**src/rtl/sbus_frame_decoder.sv**
```systemverilog
// S.Bus frame decoder: assembles 25-byte frames from uart_rx characters into a committed channel bank.
// Optional S.Bus2 telemetry end bytes and slot_id output are enabled with `define SBUS2_EN.
module sbus_frame_decoder #(
    parameter int unsigned CLK_HZ     = 50000000,
    parameter int unsigned GAP_CYCLES = 12500
) (
    input  logic        clk,
    input  logic        resetn,
    input  logic        uart_rx_valid,
    input  logic [10:0] uart_rx_data,
    input  logic        uart_rx_pe,
    input  logic        uart_rx_fe,
    input  logic        uart_rx_break,
    input  logic [3:0]  ch_sel,
    output logic [10:0] ch_data,
    output logic        ch17,
    output logic        ch18,
    output logic        frame_lost,
    output logic        failsafe,
    output logic        frame_valid,
    output logic        frame_err,
    output logic [1:0]  err_code
`ifdef SBUS2_EN
    ,
    output logic [1:0]  slot_id
`endif
);

    // A zero gap falls back to 250 us derived from the clock.
    localparam int unsigned GAP = (GAP_CYCLES != 0) ? GAP_CYCLES : CLK_HZ / 4000;
    localparam int GW = $clog2(GAP + 1);

    typedef enum logic [1:0] {IDLE, DATA, FLAGS, ENDB} state_t;

    state_t        state;
    logic [GW-1:0] gap_cnt;
    logic          gap_ok;
    logic [7:0]    rx_byte;
    logic          char_bad;
    logic          end_ok;
    logic [18:0]   acc;
    logic [18:0]   acc_sum;
    logic [4:0]    acc_bits;
    logic [4:0]    bits_sum;
    logic [4:0]    ch_idx;
    logic [10:0]   shadow [16];
    logic [10:0]   bank [16];
    logic [3:0]    shadow_flags;
    logic [3:0]    flags;
    logic          unused_bits;

    assign rx_byte     = uart_rx_data[7:0];
    assign unused_bits = ^uart_rx_data[10:8];
    assign char_bad    = uart_rx_pe | uart_rx_fe;
    assign gap_ok      = (gap_cnt == GW'(GAP));

`ifdef SBUS2_EN
    assign end_ok = (rx_byte == 8'h00) ||
                    (rx_byte[7:6] == 2'b00 && rx_byte[3:0] == 4'h4);
`else
    assign end_ok = (rx_byte == 8'h00);
`endif

    always_comb begin
        acc_sum  = acc | (19'(rx_byte) << acc_bits);
        bits_sum = acc_bits + 5'd8;
    end

    assign ch_data    = bank[ch_sel];
    assign ch17       = flags[0];
    assign ch18       = flags[1];
    assign frame_lost = flags[2];
    assign failsafe   = flags[3];

    always_ff @(posedge clk or negedge resetn) begin
        if (!resetn) begin
            state        <= IDLE;
            gap_cnt      <= '0;
            acc          <= '0;
            acc_bits     <= '0;
            ch_idx       <= '0;
            shadow_flags <= '0;
            flags        <= '0;
            frame_valid  <= 1'b0;
            frame_err    <= 1'b0;
            err_code     <= 2'd0;
`ifdef SBUS2_EN
            slot_id      <= 2'd0;
`endif
            for (int i = 0; i < 16; i++) begin
                shadow[i] <= '0;
                bank[i]   <= '0;
            end
        end else begin
            frame_valid <= 1'b0;
            frame_err   <= 1'b0;
            if (uart_rx_valid)
                gap_cnt <= '0;
            else if (!gap_ok)
                gap_cnt <= gap_cnt + 1'b1;

            unique case (state)
                IDLE: begin
                    if (uart_rx_valid && !char_bad && gap_ok && rx_byte == 8'h0F) begin
                        state    <= DATA;
                        acc      <= '0;
                        acc_bits <= '0;
                        ch_idx   <= '0;
                    end
                end
                default: begin
                    if (uart_rx_break || (uart_rx_valid && char_bad)) begin
                        state     <= IDLE;
                        frame_err <= 1'b1;
                        err_code  <= 2'd0;
                    end else if (uart_rx_valid) begin
                        case (state)
                            DATA: begin
                                // Each 11-bit channel completes once 11 bits are buffered.
                                if (bits_sum >= 5'd11) begin
                                    shadow[ch_idx[3:0]] <= acc_sum[10:0];
                                    acc      <= acc_sum >> 11;
                                    acc_bits <= bits_sum - 5'd11;
                                    ch_idx   <= ch_idx + 5'd1;
                                    if (ch_idx == 5'd15)
                                        state <= FLAGS;
                                end else begin
                                    acc      <= acc_sum;
                                    acc_bits <= bits_sum;
                                end
                            end
                            FLAGS: begin
                                shadow_flags <= rx_byte[3:0];
                                state        <= ENDB;
                            end
                            default: begin
                                state <= IDLE;
                                if (end_ok) begin
                                    for (int i = 0; i < 16; i++)
                                        bank[i] <= shadow[i];
                                    flags       <= shadow_flags;
                                    frame_valid <= 1'b1;
`ifdef SBUS2_EN
                                    slot_id     <= rx_byte[5:4];
`endif
                                end else begin
                                    frame_err <= 1'b1;
                                    err_code  <= 2'd2;
                                end
                            end
                        endcase
                    end else if (gap_ok) begin
                        state     <= IDLE;
                        frame_err <= 1'b1;
                        err_code  <= 2'd1;
                    end
                end
            endcase
        end
    end

endmodule

```
**config.mk**
```make
export PLATFORM = sky130hd
export DESIGN_NAME = sbus_frame_decoder
export DESIGN_NICKNAME = d
export VERILOG_FILES = /design/src/rtl/sbus_frame_decoder.sv
export SDC_FILE = /design/constraint.sdc
export NUM_CORES = 1
export LEC_CHECK = 0
export ABC_AREA = 0
export CAP_MARGIN = 20
export CORE_MARGIN = 2
export CORE_UTILIZATION = 55
export CTS_BUF_LIST = sky130_fd_sc_hd__clkbuf_8
export DETAILED_ROUTE_END_ITERATION = 8
export PLACE_DENSITY_LB_ADDON = 0.08
export REMOVE_ABC_BUFFERS = 1
export SKIP_LAST_GASP = 1
export SLEW_MARGIN = 30
export SYNTH_ARGS = -nofsm -noshare
export SYNTH_HDL_FRONTEND = slang
export SYNTH_SLANG_ARGS = --single-unit
export TNS_END_PERCENT = 30
```
**constraint.sdc**
```tcl
create_clock -name clk -period 3.15 [get_ports clk]
set_input_delay 0.63 -clock clk [delete_from_list [all_inputs] [get_ports clk]]
set_output_delay 0.63 -clock clk [all_outputs]
set_load 0.02 [all_outputs]
```
## Word-level counts from Yosys, hierarchy flattened

Index checks and enable logic that the tools add are counted.
Widths: inputs -> output; s select.

- Register bits: 409
- Output and inout port bits: 19
- Input port bits: 21

- Add/sub/neg operators: 4
- Equal/unequal tests: 12
- $lt $le $gt $ge: 4
- Mux-type cells: 49
- Shift operators: 1
- Bitwise logic cells: 7
- Reduce and logical (&&, ||, !) cells: 22

Operators by type and width:

| operator | count |
|---|---|
| $bwmux 176 | 1 |
| $mux 19 | 6 |
| $mux 5 | 11 |
| $bmux 11 s4 | 1 |
| $demux 11 s4 | 1 |
| $mux 11 | 3 |
| $mux 14 | 2 |
| $mux 2 | 12 |
| $or 19x19->19 | 1 |
| $shl 8x5->19 | 1 |
| $reduce_and 4->1 | 4 |
| $reduce_and 5->1 | 3 |
| $add 14x1->14 const B | 1 |
| $eq 14x14->1 const B | 1 |
| $mux 1 | 11 |
| $ge 5x5->1 const B | 2 |
| $ne 5x5->1 const B | 2 |
| $not 4->5 | 2 |
| $eq 8x4->1 const B | 1 |
| $logic_not 8->1 | 1 |
| $ne 3x2->1 const B | 2 |
| $reduce_bool 2->1 | 3 |
| $add 5x1->5 const B | 1 |
| $add 5x4->5 const B | 1 |
| 18 further kinds | 25 |

## Longest topological paths before layout

Gate-level depths: netlist (run 1).

- Depth after elaboration: 7
- Depth in mapped cells: 9
- Gate-level depth less buffers: 7

## Least setup slack after synthesis (run 1)

No wires, ideal clock.

- Kind: input port to output port
- From: input ch_sel[0]
- To: output ch_data[0]
- Stages on the path: 4
- Slack: 0.170 ns
- Arrival time: 2.350 ns
- Path buffers: 2
- Data required time: 2.520 ns
- Cells stage by stage: clkbuf_1 > buf_2 > mux4_2 > mux4_2

- Longest elaborated chain between the ends: 4

Ends and longest elaborated chain:

| item | RTL line | RTL |
|---|---|---|
| start, declared | 14 | `input logic [3:0] ch_sel,` |
| $not 4->5 (implied by the code) | 69 | `assign ch_data = bank[ch_sel];` |
| $bmux 11 s4 | 69 |  |
| $mux 11 (implied by the code) (2 in series) | 69 |  |
| end, declared | 15 | `output logic [10:0] ch_data,` |

Every way passes these cells. The select of a mux whose other input is x is not followed.

## Worst setup path after layout (run 1)

- From: input ch_sel[0]
- To: output ch_data[8]

The elaborated chain is that of the path after synthesis.

==> results of run 1 <==
## cell families (layout without fill, tap and decap cells)
kind of cell | count (synthesis) | after routing
compound gates | 85 | 85
buf+inv | 89 | 254
flops | 409 | 409
simple gates | 134 | 134
fa+ha+maj | 12 | 12
mux | 430 | 430
xor+xnor | 14 | 14
## final cells by class
class,instances,area share
clock buffers,92,0.06157
clock inverters,30,0.006449
inverters,17,0.003103
multi-input cells,675,0.3470
flip-flops and latches,409,0.4977
well taps,402,0.02446
repair buffers,115,0.05969
## placed cells by master, fill, tap and decap left out, types with 3 or more instances in the layout
| master | n |
|---|---|
| a21oi_1 | 14 |
| clkdlybuf4s50_1 | 28 |
| xnor2_1 | 7 |
| a31oi_1 | 5 |
| mux2i_1 | 7 |
| a221o_1 | 5 |
| inv_1 | 39 |
| o21ai_0 | 13 |
| clkbuf_8 | 92 |
| a22oi_1 | 4 |
| buf_12 | 22 |
| mux2_2 | 361 |
| buf_4 | 58 |
| nor2b_1 | 3 |
| xor2_1 | 7 |
| nor3_1 | 13 |
| nor4_1 | 3 |
| clkinv_2 | 4 |
| a22o_1 | 7 |
| ha_1 | 12 |
| nand4_1 | 7 |
| nand3_1 | 10 |
| mux4_2 | 60 |
| a21o_1 | 11 |
| dlygate4sd2_1 | 3 |
| nand2_1 | 33 |
| and3_1 | 8 |
| nor2_1 | 36 |
| o21a_1 | 3 |
| o22ai_1 | 4 |
| dfrtp_1 | 409 |
| and2_1 | 4 |
## path summary, 6_finish.rpt
check / start / to / slack [ns] / depth (start not counted)
setup reg to reg: acc_bits[0] / shadow[33] / 0.53 / 7
setup / recovery: ch_sel[0] / ch_data[8] / -0.09 / 5
hold / removal: resetn / shadow[165] / 0.07 / 1
max in group asynchronous: resetn / shadow[48] / 2.28 / 2
min in group clk: acc[9] / acc[9] / 0.48 / 1
hold reg to reg: acc[9] / acc[9] / 0.48 / 1
## metal layers
metal | vias up | routed length, um | global-route usage | share of wire
li1 | 4563 | - | - | -
met1 | 5338 | 17770 | 0.3347 | 0.47
met2 | 152 | 18090 | 0.3798 | 0.48
met3 | 56 | 1300 | 0.04695 | 0.034
met4 | 0 | 676 | 0.06336 | 0.018
met5 | - | 0 | 0 | 0
## what timing repair did
action	4_1_cts	5_1_grt
setup endpoints to repair	11	8
hold endpoints to repair	0	0
buffers inserted	0	0
gates resized for setup	3	2
## report_power, final
part / leakage (uW) / internal [uW] / switching [uW]
Combinational: 0.00377 / 109 / 218
Sequential: 0.00570 / 5260 / 4.29
Clock: 0.000806 / 2600 / 2070
Total: 0.0103 / 7970 / 2300
## flip-flops by register name, indices dropped and copies added (netlist names)
signal,count
acc_bits,5
bank,176
state,2
frame_err,1
acc,19
shadow_flags,4
gap_cnt,14
frame_valid,1
ch_idx,5
shadow,176
flags,4
err_code,2
## worst reg2reg max path: cells and delay by family (launching register included)
kind / cells / cell delay [ns]
AO/OA/AOI/OAI: 1 / 0.09
buffers and inverters: 2 / 0.47
multiplexers: 1 / 0.28
adder cells (fa/ha/maj): 1 / 0.38
flip-flops: 1 / 0.74
AND/OR/NAND/NOR: 2 / 0.56
## synthesized netlist by cell type (10+ instances only)
library cell / number
clkbuf_1: 20
buf_4: 18
mux2_2: 361
nor3_1: 13
ha_1: 12
inv_1: 16
buf_2: 28
dfrtp_1: 409
nand2_1: 33
o21ai_0: 13
nand3_1: 10
nor2_1: 36
mux4_2: 60
a21o_1: 11
a21oi_1: 14
## stage by stage
stage / hold slack [ns] / cell area, um^2 / worst slack (ns) / setup TNS (ns) / power, uW
2_1_floorplan: 0.3344 / 17430 / -5.825 / -1048.51 / 5436
3_3_place_gp: 0.4564 / 19160 / -0.1309 / -1.163 / 5694
3_5_place_dp: 0.4730 / 19160 / -0.1345 / -1.078 / 5697
4_1_cts: 0.08044 / 20560 / -0.1168 / -0.7735 / 10430
5_1_grt: 0.1008 / 20560 / -0.1294 / -0.7169 / 10710
6_report: 0.07202 / 20560 / -0.08691 / -0.4478 / 10270
==> flow_summary.json, run 1 <==
{
  "fillers": 2370,
  "n_antenna_cell": 0,
  "vias_per_cell": 5.810,
  "core_region_area_mm2": 0.03172,
  "finalSetupViolations": 6,
  "crit_chain": "buf_4, buf_12, mux4_2, mux4_2, clkdlybuf4s50_1",
  "max_freq_mhz": 308.9,
  "arrival_ns": 2.61,
  "ys_seq_area_frac": 0.5740,
  "io_buffers": 36,
  "ys_seq_elements": 409,
  "postCtsHoldBufs": 0,
  "ioPinCount": 40,
  "cts-htree-levels": 3,
  "timing.max_cap.violations": 0,
  "drc": 0,
  "final-hold-violation-count": 0,
  "grt_pass1_vias": 10742,
  "drtAntennaViolNets": 0,
  "powerDensity_mw_per_mm2": 499.2,
  "crit_top_cell": "mux4_2",
  "hp-class": "input pin to async pin",
  "final-seq-area_mm2": 0.01023,
  "clk_pin_slew_ns": 0.06,
  "dr.pass1.iters": 4,
  "synth_top_area_share": 0.5740,
  "synth_compound_area_frac": 0.03494,
  "grt_max_degree": 91,
  "dp_hpwl_um": 24290,
  "vias": 10109,
  "synth-edff-count": 0,
  "grtUsageTotal": 0.2372,
  "crit_type": "input pin to output port",
  "synth_top_family_by_area": "multiplexers",
  "initial_core_util": 0.5622,
  "endpoint_kind": "output port",
  "grt_setup_unrepaired": "true",
  "layout-drive-gt1-share": 0.4574,
  "tightestPinTransition_ns": 0.7632,
  "multi_input_area_mm2": 0.007137,
  "cts_tree": "built",
  "area_delta_synth_final_pct": 15.32,
  "synth_xor_area_frac": 0.006876,
  "yosys.area_share.simple": 0.04070,
  "fin_util": 0.6484,
  "grt_pass1_wl_um": 61000,
  "synth.distinct_cells": 61,
  "syn_inst": 1173,
  "path_buf_inv": 3,
  "status": "finished, violations left",
  "skew_ns": 0.02510,
  "startpoint_type": "input pin",
  "worstPathMaxFanout": 11,
  "syn_area_mm2": 0.01783,
  "cts_buffers": 69,
  "timing.final.crit_share": 1.028,
  "cts_buffer_depth": 3,
  "cp_slowest_stage_delay_ns": 0.55,
  "die-width_um": 184.1,
  "drt_iter0_drc": 559,
  "worstPathRequired_ns": 2.52,
  "grt-ovfl-total": 0,
  "min_period_ns": 3.237,
  "antenna_found_initial": 0,
  "critPathSlowestCell": "clkdlybuf4s50_1",
  "insertion_delay_ns": 0.60,
  "dieArea_mm2": 0.03388,
  "ys_warn_count": 0,
  "p_leak_uw": 0.01027,
  "finalWirelength_um": 37840,
  "postLayoutSetupSlackWorst_ns": -0.08691,
  "gp_congestion": 0.8718,
  "ys.flop_type": "dfrtp_1",
  "async_flop_share": 1.000,
  "maxSlewHeadroom": 0.4912,
  "die_h_um": 184.1,
  "synthAdderAreaFrac": 0.008420,
  "avgSynthCellArea_um2": 15.20,
  "nets": 1320,
  "timing.final.max_slew_violations": 0,
  "post-synth-top-area-cell": "dfrtp_1",
  "dp_cells": 1618,
  "rows": 65,
  "critical-path-top-delay-family": "multiplexers",
  "cts.sinks": 409,
  "max-vdd-ir-drop_mv": 0.3015,
  "stdcell_count": 1740,
  "synth_mux_area_frac": 0.3089,
  "yosys-top-cells-area": "dfrtp_1 57%, mux2_2 23%, mux4_2 7.6%, ha_1 0.84%, buf_2 0.79%",
  "cts_root_buf": "clkbuf_8",
  "failed_checks": "setup timing",
  "route.detailed.wl_per_inst_um": 21.74
}
Note: power is estimated with default switching activity, not from simulation.
==> run 2, diff against run 1 <==
Settings changed: CAP_MARGIN 20 to not set.
==> results of run 2 <==
Same layout as run 1: the final DEF is identical, and so are final timing and power.
